File: config.mk
export PLATFORM = sky130hd
export DESIGN_NAME = nibble_frame_tx
export DESIGN_NICKNAME = d
export VERILOG_FILES = /design/src/rtl/nibble_frame_tx.sv
export SDC_FILE = /design/constraint.sdc
export NUM_CORES = 1
export LEC_CHECK = 0
export BUFFER_PORTS_ARGS = -buffer_cell sky130_fd_sc_hd__buf_2
export CAP_MARGIN = 20
export CORE_AREA = 2 2 67 69
export CTS_CLUSTER_SIZE = 24
export DETAILED_ROUTE_END_ITERATION = 8
export DIE_AREA = 0 0 69 71
export PLACE_DENSITY = 0.82
export SYNTH_ARGS = -nofsm -noshare
export SYNTH_HDL_FRONTEND = slang
export SYNTH_SLANG_ARGS = --single-unit
File: constraint.sdc
create_clock -name clk -period 2.4 [get_ports clk]
set_input_delay 0.48 -clock clk [delete_from_list [all_inputs] [get_ports clk]]
set_output_delay 0.48 -clock clk [all_outputs]
set_load 0.02 [all_outputs]
File: src/rtl/nibble_frame_tx.sv
`default_nettype none
// +--------------------------------------------------------------------------+
// | Module  : nibble_frame_tx                                                |
// | Brief   : MII-style nibble framer (preamble, SFD, payload, XOR FCS, IFG) |
// | Revision: 1.0 - initial release                                          |
// +--------------------------------------------------------------------------+
module nibble_frame_tx #(
  parameter int PAYLOAD_NIBBLES = 16,
  parameter int IFG_CYCLES      = 24
) (
  input  logic       clk,
  input  logic       rst,
  input  logic [3:0] in_data,
  input  logic       in_valid,
  output logic       in_ready,
  output logic [3:0] txd,
  output logic       tx_en,
  output logic       tx_er,
  output logic [7:0] frame_cnt,
  output logic [7:0] underrun_cnt,
  output logic       busy
);

  typedef enum logic [2:0] {
    S_IDLE    = 3'd0,
    S_PRE     = 3'd1,
    S_SFD     = 3'd2,
    S_PAYLOAD = 3'd3,
    S_FCS     = 3'd4,
    S_IFG     = 3'd5
  } state_t;

  localparam logic [7:0] C_PRE_LAST = 8'd14;
  localparam logic [7:0] C_PAY_LAST = 8'(PAYLOAD_NIBBLES - 1);
  localparam logic [7:0] C_IFG_LAST = 8'(IFG_CYCLES - 1);

  state_t     r_state, w_state;
  logic [7:0] r_idx, w_idx;
  logic [3:0] r_csum, w_csum;
  logic [3:0] r_txd, w_txd;
  logic       r_tx_en, w_tx_en;
  logic       r_tx_er, w_tx_er;
  logic       r_abort, w_abort;
  logic       w_frame_inc, w_under_inc;
  logic [7:0] r_frame_cnt, r_under_cnt;

  // r_abort marks the single underrun cycle, which stays in PAYLOAD with no ready
  assign in_ready = (r_state == S_SFD) ||
                    ((r_state == S_PAYLOAD) && !r_abort && (r_idx < C_PAY_LAST));

  always_comb begin
    w_state     = r_state;
    w_idx       = r_idx;
    w_csum      = r_csum;
    w_txd       = 4'h0;
    w_tx_en     = 1'b0;
    w_tx_er     = 1'b0;
    w_abort     = 1'b0;
    w_frame_inc = 1'b0;
    w_under_inc = 1'b0;
    case (r_state)
      S_IDLE: begin
        if (in_valid) begin
          w_state = S_PRE;
          w_idx   = 8'd0;
          w_csum  = 4'h0;
          w_txd   = 4'h5;
          w_tx_en = 1'b1;
        end
      end
      S_PRE: begin
        w_tx_en = 1'b1;
        if (r_idx == C_PRE_LAST) begin
          w_state = S_SFD;
          w_idx   = 8'd0;
          w_txd   = 4'hD;
        end else begin
          w_idx = r_idx + 8'd1;
          w_txd = 4'h5;
        end
      end
      S_SFD, S_PAYLOAD: begin
        if (r_abort) begin
          w_state = S_IFG;
          w_idx   = 8'd0;
        end else if (in_ready) begin
          w_state = S_PAYLOAD;
          w_idx   = (r_state == S_SFD) ? 8'd0 : r_idx + 8'd1;
          w_tx_en = 1'b1;
          if (in_valid) begin
            w_txd  = in_data;
            w_csum = r_csum ^ in_data;
          end else begin
            w_abort     = 1'b1;
            w_tx_er     = 1'b1;
            w_under_inc = 1'b1;
          end
        end else begin
          w_state = S_FCS;
          w_txd   = r_csum;
          w_tx_en = 1'b1;
        end
      end
      S_FCS: begin
        w_state     = S_IFG;
        w_idx       = 8'd0;
        w_frame_inc = 1'b1;
      end
      S_IFG: begin
        if (r_idx == C_IFG_LAST) begin
          w_state = S_IDLE;
          w_idx   = 8'd0;
        end else begin
          w_idx = r_idx + 8'd1;
        end
      end
      default: begin
        w_state = S_IDLE;
        w_idx   = 8'd0;
      end
    endcase
  end

  always_ff @(posedge clk or posedge rst) begin
    if (rst) begin
      r_state     <= S_IDLE;
      r_idx       <= 8'd0;
      r_csum      <= 4'h0;
      r_txd       <= 4'h0;
      r_tx_en     <= 1'b0;
      r_tx_er     <= 1'b0;
      r_abort     <= 1'b0;
      r_frame_cnt <= 8'd0;
      r_under_cnt <= 8'd0;
    end else begin
      r_state <= w_state;
      r_idx   <= w_idx;
      r_csum  <= w_csum;
      r_txd   <= w_txd;
      r_tx_en <= w_tx_en;
      r_tx_er <= w_tx_er;
      r_abort <= w_abort;
      if (w_frame_inc) r_frame_cnt <= r_frame_cnt + 8'd1;
      if (w_under_inc && (r_under_cnt != 8'hFF)) r_under_cnt <= r_under_cnt + 8'd1;
    end
  end

  assign txd          = r_txd;
  assign tx_en        = r_tx_en;
  assign tx_er        = r_tx_er;
  assign frame_cnt    = r_frame_cnt;
  assign underrun_cnt = r_under_cnt;
  assign busy         = (r_state != S_IDLE);

endmodule
`default_nettype wire

==> metrics.md, run 1 <==
| Metric | Value |
|---|---|
| Status | finished, final reports clean |
| First-pass GRT wire length | 8.11 mm |
| # diodes | 0 |
| Max incr delay on CP | 0.61 ns |
| Core area | around 0.0042 mm² |
| Die span in x | about 69 µm |
| Routed length per instance | between 15 and 20 µm |
| Crit end category | output pin |
| CTS max path bufs | 2 |
| CTS tree | done |
| DP HPWL | about 3.3 mm |
| Placed cells | 293 |
| Post-route worst setup slack | approximately 0.091 ns |
| Clk Latency, worst-skew pair | 0.29 ns |
| Fin. Hold Viols | 0 |
| Final Skew | slightly above 0.009 ns |
| Total clock buffers created by CTS | 5 |
| Synth top area cells | dfrtp_1 44%, nand2_1 3.6%, xor2_1 2.9% |
| Hold_ws | roughly 0.29 ns |
| Root Driver | clkbuf_8 |
| F_max | 433 MHz |
| Area leader, netlist | dfrtp_1 |
| Layout area overhead | 17.0% |
| Cell family with most CP delay | simple AND/OR/NAND/NOR gates |
| Input/output buffers | 30 |
| Sequential share of the synthesized area | approximately 44% |
| Most frequent cells in the layout | 36 x dfrtp_1, 30 x buf_2, 20 x nand2_1 |
| Final core utilization | around 58% |
| Final Setup Violations | 0 |
| Setup Slack @ Placement | around 0.21 ns |
| Total iterations of the first detailed-routing run | 4 |
| CTS HTree Levels | 2 |
| Slew @ Worst Pin | 0.493 ns |
| Initial DRC count | roughly 180 |
| Gpl congestion | 0.931 |
| Worst EP arrival | 1.83 ns |
| Setup TNS | 0 ns |
| FP Rows | 24 |
| Unrepaired setup endpoints after global routing | false |
| Cell area after synthesis | around 0.0021 mm² |
| Kind of critical path | flop to output pin |
| Syn_nets | between 200 and 250 |
| Final net count | approximately 260 |
| Initial antenna violation count | 0 |
| GRT overflow | 0 |
| Critical Path RT | around 1.9 ns |
| Placed Area | 0.00234 mm² |
| Slew margin rel. | between 60% and 70% |
| Top cell type's share of synthesized area | 44.1% |
| Initial core utilization | between 40% and 50% |
| Drt drc | 0 |
| Syn. warnings | 0 |
| Layout cell share with drive strength beyond 1 | between 20% and 30% |
| Synth unique cells | 52 |
| Register bit total from synthesis | 37 |
| Final Max Tran Viols | 0 |
| Hold WC Path Type | input pin to async pin |
| Post-Syn Instances | between 200 and 250 |
| Prevailing post-synth register cell | dfrtp_1 |
| CP max-delay cell | or4_4 |
| Post-synth EDFFs | 0 |
| Max Cap Viol | 0 |
| Avg Cell Area, Syn | 9.76 µm² |
| Commonest non-fill, non-tap cell in the layout | dfrtp_1 |
| Total GRT Usage | about a fifth |
| Clk pin slew, worst setup/hold paths | 0.08 ns |
| Via Count | about 1,900 |
| Final Critical Period | approximately 2.3 ns |
| Die Y | between 70 and 80 µm |
| Routed Antenna Nets | 0 |
| Die Area | approximately 0.0049 mm² |
| Vias in the first global route | 1,818 |
| Pwr dens | 1040 mW/mm² |
| Asr flop ratio synth | 100% |
| Static Leakage | approximately 1.2 nW |
| Crit path buffers/inverters | 1 |
| Post-route cell area | about 0.0025 mm² |
| Worst setup SP type | flop |
| Finished Layout Cells | ~300 |
| Maximum number of pins on one net before global-route repair | 38 |
| TritonCTS Sinks | 37 |
| Final period util | between 90% and 100% |
| Total Wirelength | 4.65 mm |
| Post-DR vias/cell | 6.17 |
| Number of top-level pins | 31 |
| Total Power | between 2 and 3 mW |
| Peak VDD IR | about 0.37 mV |
| Worst-path fanout max | 7 |
| Cell breakdown of the critical path | or4_4 -> o31ai_4 -> buf_2 |
power by group:
group          switching [mW]  leakage, nW  internal [mW]
logic                   0.612        0.636          0.440
registers               0.173        0.487          0.769
clock network           0.238       0.0543          0.311
total                    1.02         1.18           1.52
state kept, by name, summed over array words and instances (netlist names):
register,cells
frame_cnt,8
r_abort,1
r_csum,4
r_idx,8
r_state,3
tx_en,1
txd,4
underrun_cnt,8
worst paths after layout:
path,from,to,slack (ns),depth (start not counted)
max,r_idx[4],in_ready,0.09,3
min,rst,underrun_cnt[7],0.29,3
max reg2reg,r_idx[4],r_idx[7],0.20,4
min reg2reg,frame_cnt[7],frame_cnt[7],0.48,1
max in group asynchronous,rst,r_state[1],1.77,3
min in group clk,in_data[1],txd[1],0.45,3
synthesized netlist by cell type, types with 4 or more instances:
| cell type | count |
|---|---|
| a21oi_1 | 5 |
| and3_1 | 4 |
| and4_1 | 4 |
| clkbuf_1 | 12 |
| dfrtp_1 | 37 |
| ha_1 | 4 |
| inv_1 | 6 |
| nand2_1 | 20 |
| nand2b_1 | 4 |
| nand3_1 | 8 |
| nand4_1 | 4 |
| nor2_1 | 7 |
| nor3_1 | 4 |
| nor4_1 | 8 |
| o21ai_0 | 12 |
| o41ai_1 | 4 |
| or3b_2 | 5 |
| xnor2_1 | 5 |
| xor2_1 | 7 |
what timing repair did:
action                     CTS  global route
setup endpoints to repair    0             1
hold buffers                 0             0
resized for setup            0             2
buffers inserted             0             0
tightest hold or removal path, stage by stage:
cell and delay [ns]:
buf_2 0.09, inv_1 0.05, buf_4 0.40
area by class of cell:
cell class | instances | area, µm²
repair buffers | 41 | 233
flip-flops and latches | 37 | 927
well taps | 52 | 65.1
clock buffers | 5 | 68.8
clock inverters | 3 | 46.3
fillers | 362 | 1750
multi-input cells | 157 | 1090
inverters | 6 | 22.5
routing by layer:
metal  global-route usage [%]  wire length, µm  share of wire [%]
met1                     23.8             2020                 43
met2                     35.7             2360                 51
met3                     5.13              205                4.4
met4                     7.63               68                1.5
met5                        0                0                  0
logic make-up after synthesis:
family                   after synthesis  synth area share, %
AND/OR/NAND/NOR                       89                 25.8
AO/OA/AOI/OAI                         46                 15.7
flip-flops                            37                 44.1
buffers and inverters                 21                 3.94
XOR/XNOR                              12                 5.01
multiplexers                           6                 3.04
adder cells (fa/ha/maj)                4                 2.39
Note: power is estimated with default switching activity, not from simulation.
==> run 2, diff against run 1 <==
--- a/config.mk
+++ b/config.mk
@@ -11,6 +11,7 @@
 export CTS_CLUSTER_SIZE = 24
 export DETAILED_ROUTE_END_ITERATION = 8
 export DIE_AREA = 0 0 69 71
+export GPL_TIMING_DRIVEN = 0
 export PLACE_DENSITY = 0.82
 export SYNTH_ARGS = -nofsm -noshare
 export SYNTH_HDL_FRONTEND = slang
==> constraint.sdc (replaced) <==
create_clock -name clk -period 2.3 [get_ports clk]
set_input_delay 0.46 -clock clk [delete_from_list [all_inputs] [get_ports clk]]
set_output_delay 0.46 -clock clk [all_outputs]
set_load 0.02 [all_outputs]
==> run 2 against run 1 <==
  * Critical path type unchanged
  * Hold slack better by 0.0093 ns
  * Setup slack worse by 0.037 ns
  * Sequential share of layout area down 0.13 points
  * Critical endpoint unchanged
  * Global-route usage down 0.060 points
  * Die area unchanged
  * Largest cell class unchanged
  * Clock power up 10%
==> metrics.md, run 2 (same netlist as run 1, synthesis figures left out) <==
| Metric | Value |
|---|---|
| Worst setup SP type | flop |
| F_max | around 450 MHz |
| Layout cell share with drive strength beyond 1 | around a quarter |
| Final period util | 97.7% |
| Final Max Tran Viols | 0 |
| Clk Latency, worst-skew pair | approximately 0.30 ns |
| TritonCTS Sinks | 37 |
| CTS max path bufs | 2 |
| Input/output buffers | 30 |
| Routed length per instance | about 15 µm |
| Total clock buffers created by CTS | 5 |
| Total Power | approximately 2.7 mW |
| Final core utilization | approximately three fifths |
| Most frequent cells in the layout | 34 x dfrtp_1, 33 x buf_2, 20 x nand2_1 |
| Total Wirelength | around 4.7 mm |
| Setup Slack @ Placement | 0.107 ns |
| CTS tree | done |
| GRT overflow | 0 |
| Static Leakage | 1.16 nW |
| CP max-delay cell | or4_4 |
| Clk pin slew, worst setup/hold paths | about 0.080 ns |
| Max Cap Viol | 0 |
| Die Y | 71 µm |
| Final Skew | 0.00333 ns |
| Vias in the first global route | around 1,800 |
| Final net count | approximately 260 |
| Slew @ Worst Pin | between 0.8 and 0.9 ns |
| Layout filler cell count | 381 |
| Placed cells | ~300 |
| Post-DR vias/cell | slightly above 6 |
| Slew margin rel. | between 40% and 50% |
| Placed Area | 0.00234 mm² |
| First-pass GRT wire length | 8.02 mm |
| Maximum number of pins on one net before global-route repair | 21 |
| Fin. Hold Viols | 0 |
| Initial antenna violation count | 0 |
| Root Driver | clkbuf_8 |
| Routed Antenna Nets | 0 |
| Worst EP arrival | approximately 1.8 ns |
| Total GRT Usage | 20.2% |
| Worst-path fanout max | 7 |
| Core area | 0.00420 mm² |
| # diodes | 0 |
| Via Count | between 1,500 and 2,000 |
| Hold_buf cts | 0 |
| Max incr delay on CP | 0.61 ns |
| Post-route cell area | 0.00247 mm² |
| Gpl congestion | 0.889 |
| Status | finished, final reports clean |
| FP Rows | 24 |
| Initial core utilization | roughly 50% |
| Cell breakdown of the critical path | or4_4 -> o31ai_4 -> buf_2 |
| Number of top-level pins | 31 |
| Pwr dens | around 1100 mW/mm² |
| Commonest non-fill, non-tap cell in the layout | dfrtp_1 |
| Hold WC Path Type | input pin to async pin |
| Finished Layout Cells | 304 |
| Peak VDD IR | between 0.4 and 0.5 mV |
| Unrepaired setup endpoints after global routing | false |
| Total iterations of the first detailed-routing run | 4 |
| Drt drc | 0 |
| Final Setup Violations | 0 |
| Critical Path RT | 1.84 ns |
| Hold_ws | about 0.29 ns |
| Die span in x | 69 µm |
| Kind of critical path | flop to output pin |
| Layout area overhead | 17.7% |
| Initial DRC count | 138 |
| Crit end category | output pin |
| Setup TNS | 0 ns |
| Post-route worst setup slack | 0.0538 ns |
| DP HPWL | approximately 3.3 mm |
| CTS HTree Levels | 2 |
| Die Area | ~0.005 mm² |
| Final Critical Period | around 2.2 ns |
-- run 2: changes by cell type in the layout (fill, tap and decap cells not counted), moves of 2 or more --
cell,before,now
buf_2,30,33
buf_4,11,1
clkbuf_1,0,9
dfrtp_1,36,34
dfrtp_2,1,3
-- run 2: layer usage --
metal | wire (µm) | GRT usage, % | up-vias
met2 | 2280 | 31.7 | 56
met5 | 0 | 0 | -
li1 | - | - | 885
met3 | 225 | 4.13 | 9
met1 | 2080 | 26.0 | 916
met4 | 93 | 11.5 | 0
-- run 2: timing repair --
item                                    4_1_cts  5_1_grt
endpoints found under the setup margin        1       11
setup buffers                                 1        0
pin swaps                                     1        0
resized for setup                             3        2
cloned                                        0        0
-- run 2: area by class of cell --
class | count | area, µm² | area share (%)
Clock inverter | 2 | 37.5 | 1.52
Clock buffer | 6 | 82.6 | 3.34
Sequential cell | 37 | 930 | 37.6
Multi-Input combinational cell | 157 | 1100 | 44.5
Buffer | 12 | 48.8 | 1.98
Timing Repair Buffer | 32 | 185 | 7.50
Tap cell | 52 | 65.1 | 2.63
Inverter | 6 | 22.5 | 0.912
-- run 2: worst max-delay path: cells and delay by family (launching register included) --
kind / cells / cell delay (ns)
compound gates: 1 / 0.22
buf+inv: 1 / 0.20
flops: 1 / 0.46
simple gates: 1 / 0.61
-- run 2: path summary, 6_finish.rpt --
check / to / from / depth (start not counted) / slack [ns]
min in group clk: txd[1] / in_data[1] / 3 / 0.43
min: underrun_cnt[3] / rst / 2 / 0.29
max in group asynchronous: r_abort / rst / 3 / 1.44
max reg2reg: r_idx[7] / r_idx[4] / 5 / 0.15
min reg2reg: r_csum[1] / r_csum[1] / 1 / 0.49
max: in_ready / r_idx[4] / 3 / 0.05
-- run 2: report_power, final --
group | total (mW) | switching [mW] | internal, mW
Clock | 0.604 | 0.251 | 0.353
Combinational | 1.11 | 0.675 | 0.439
Sequential | 0.953 | 0.149 | 0.804
Total | 2.67 | 1.07 | 1.60
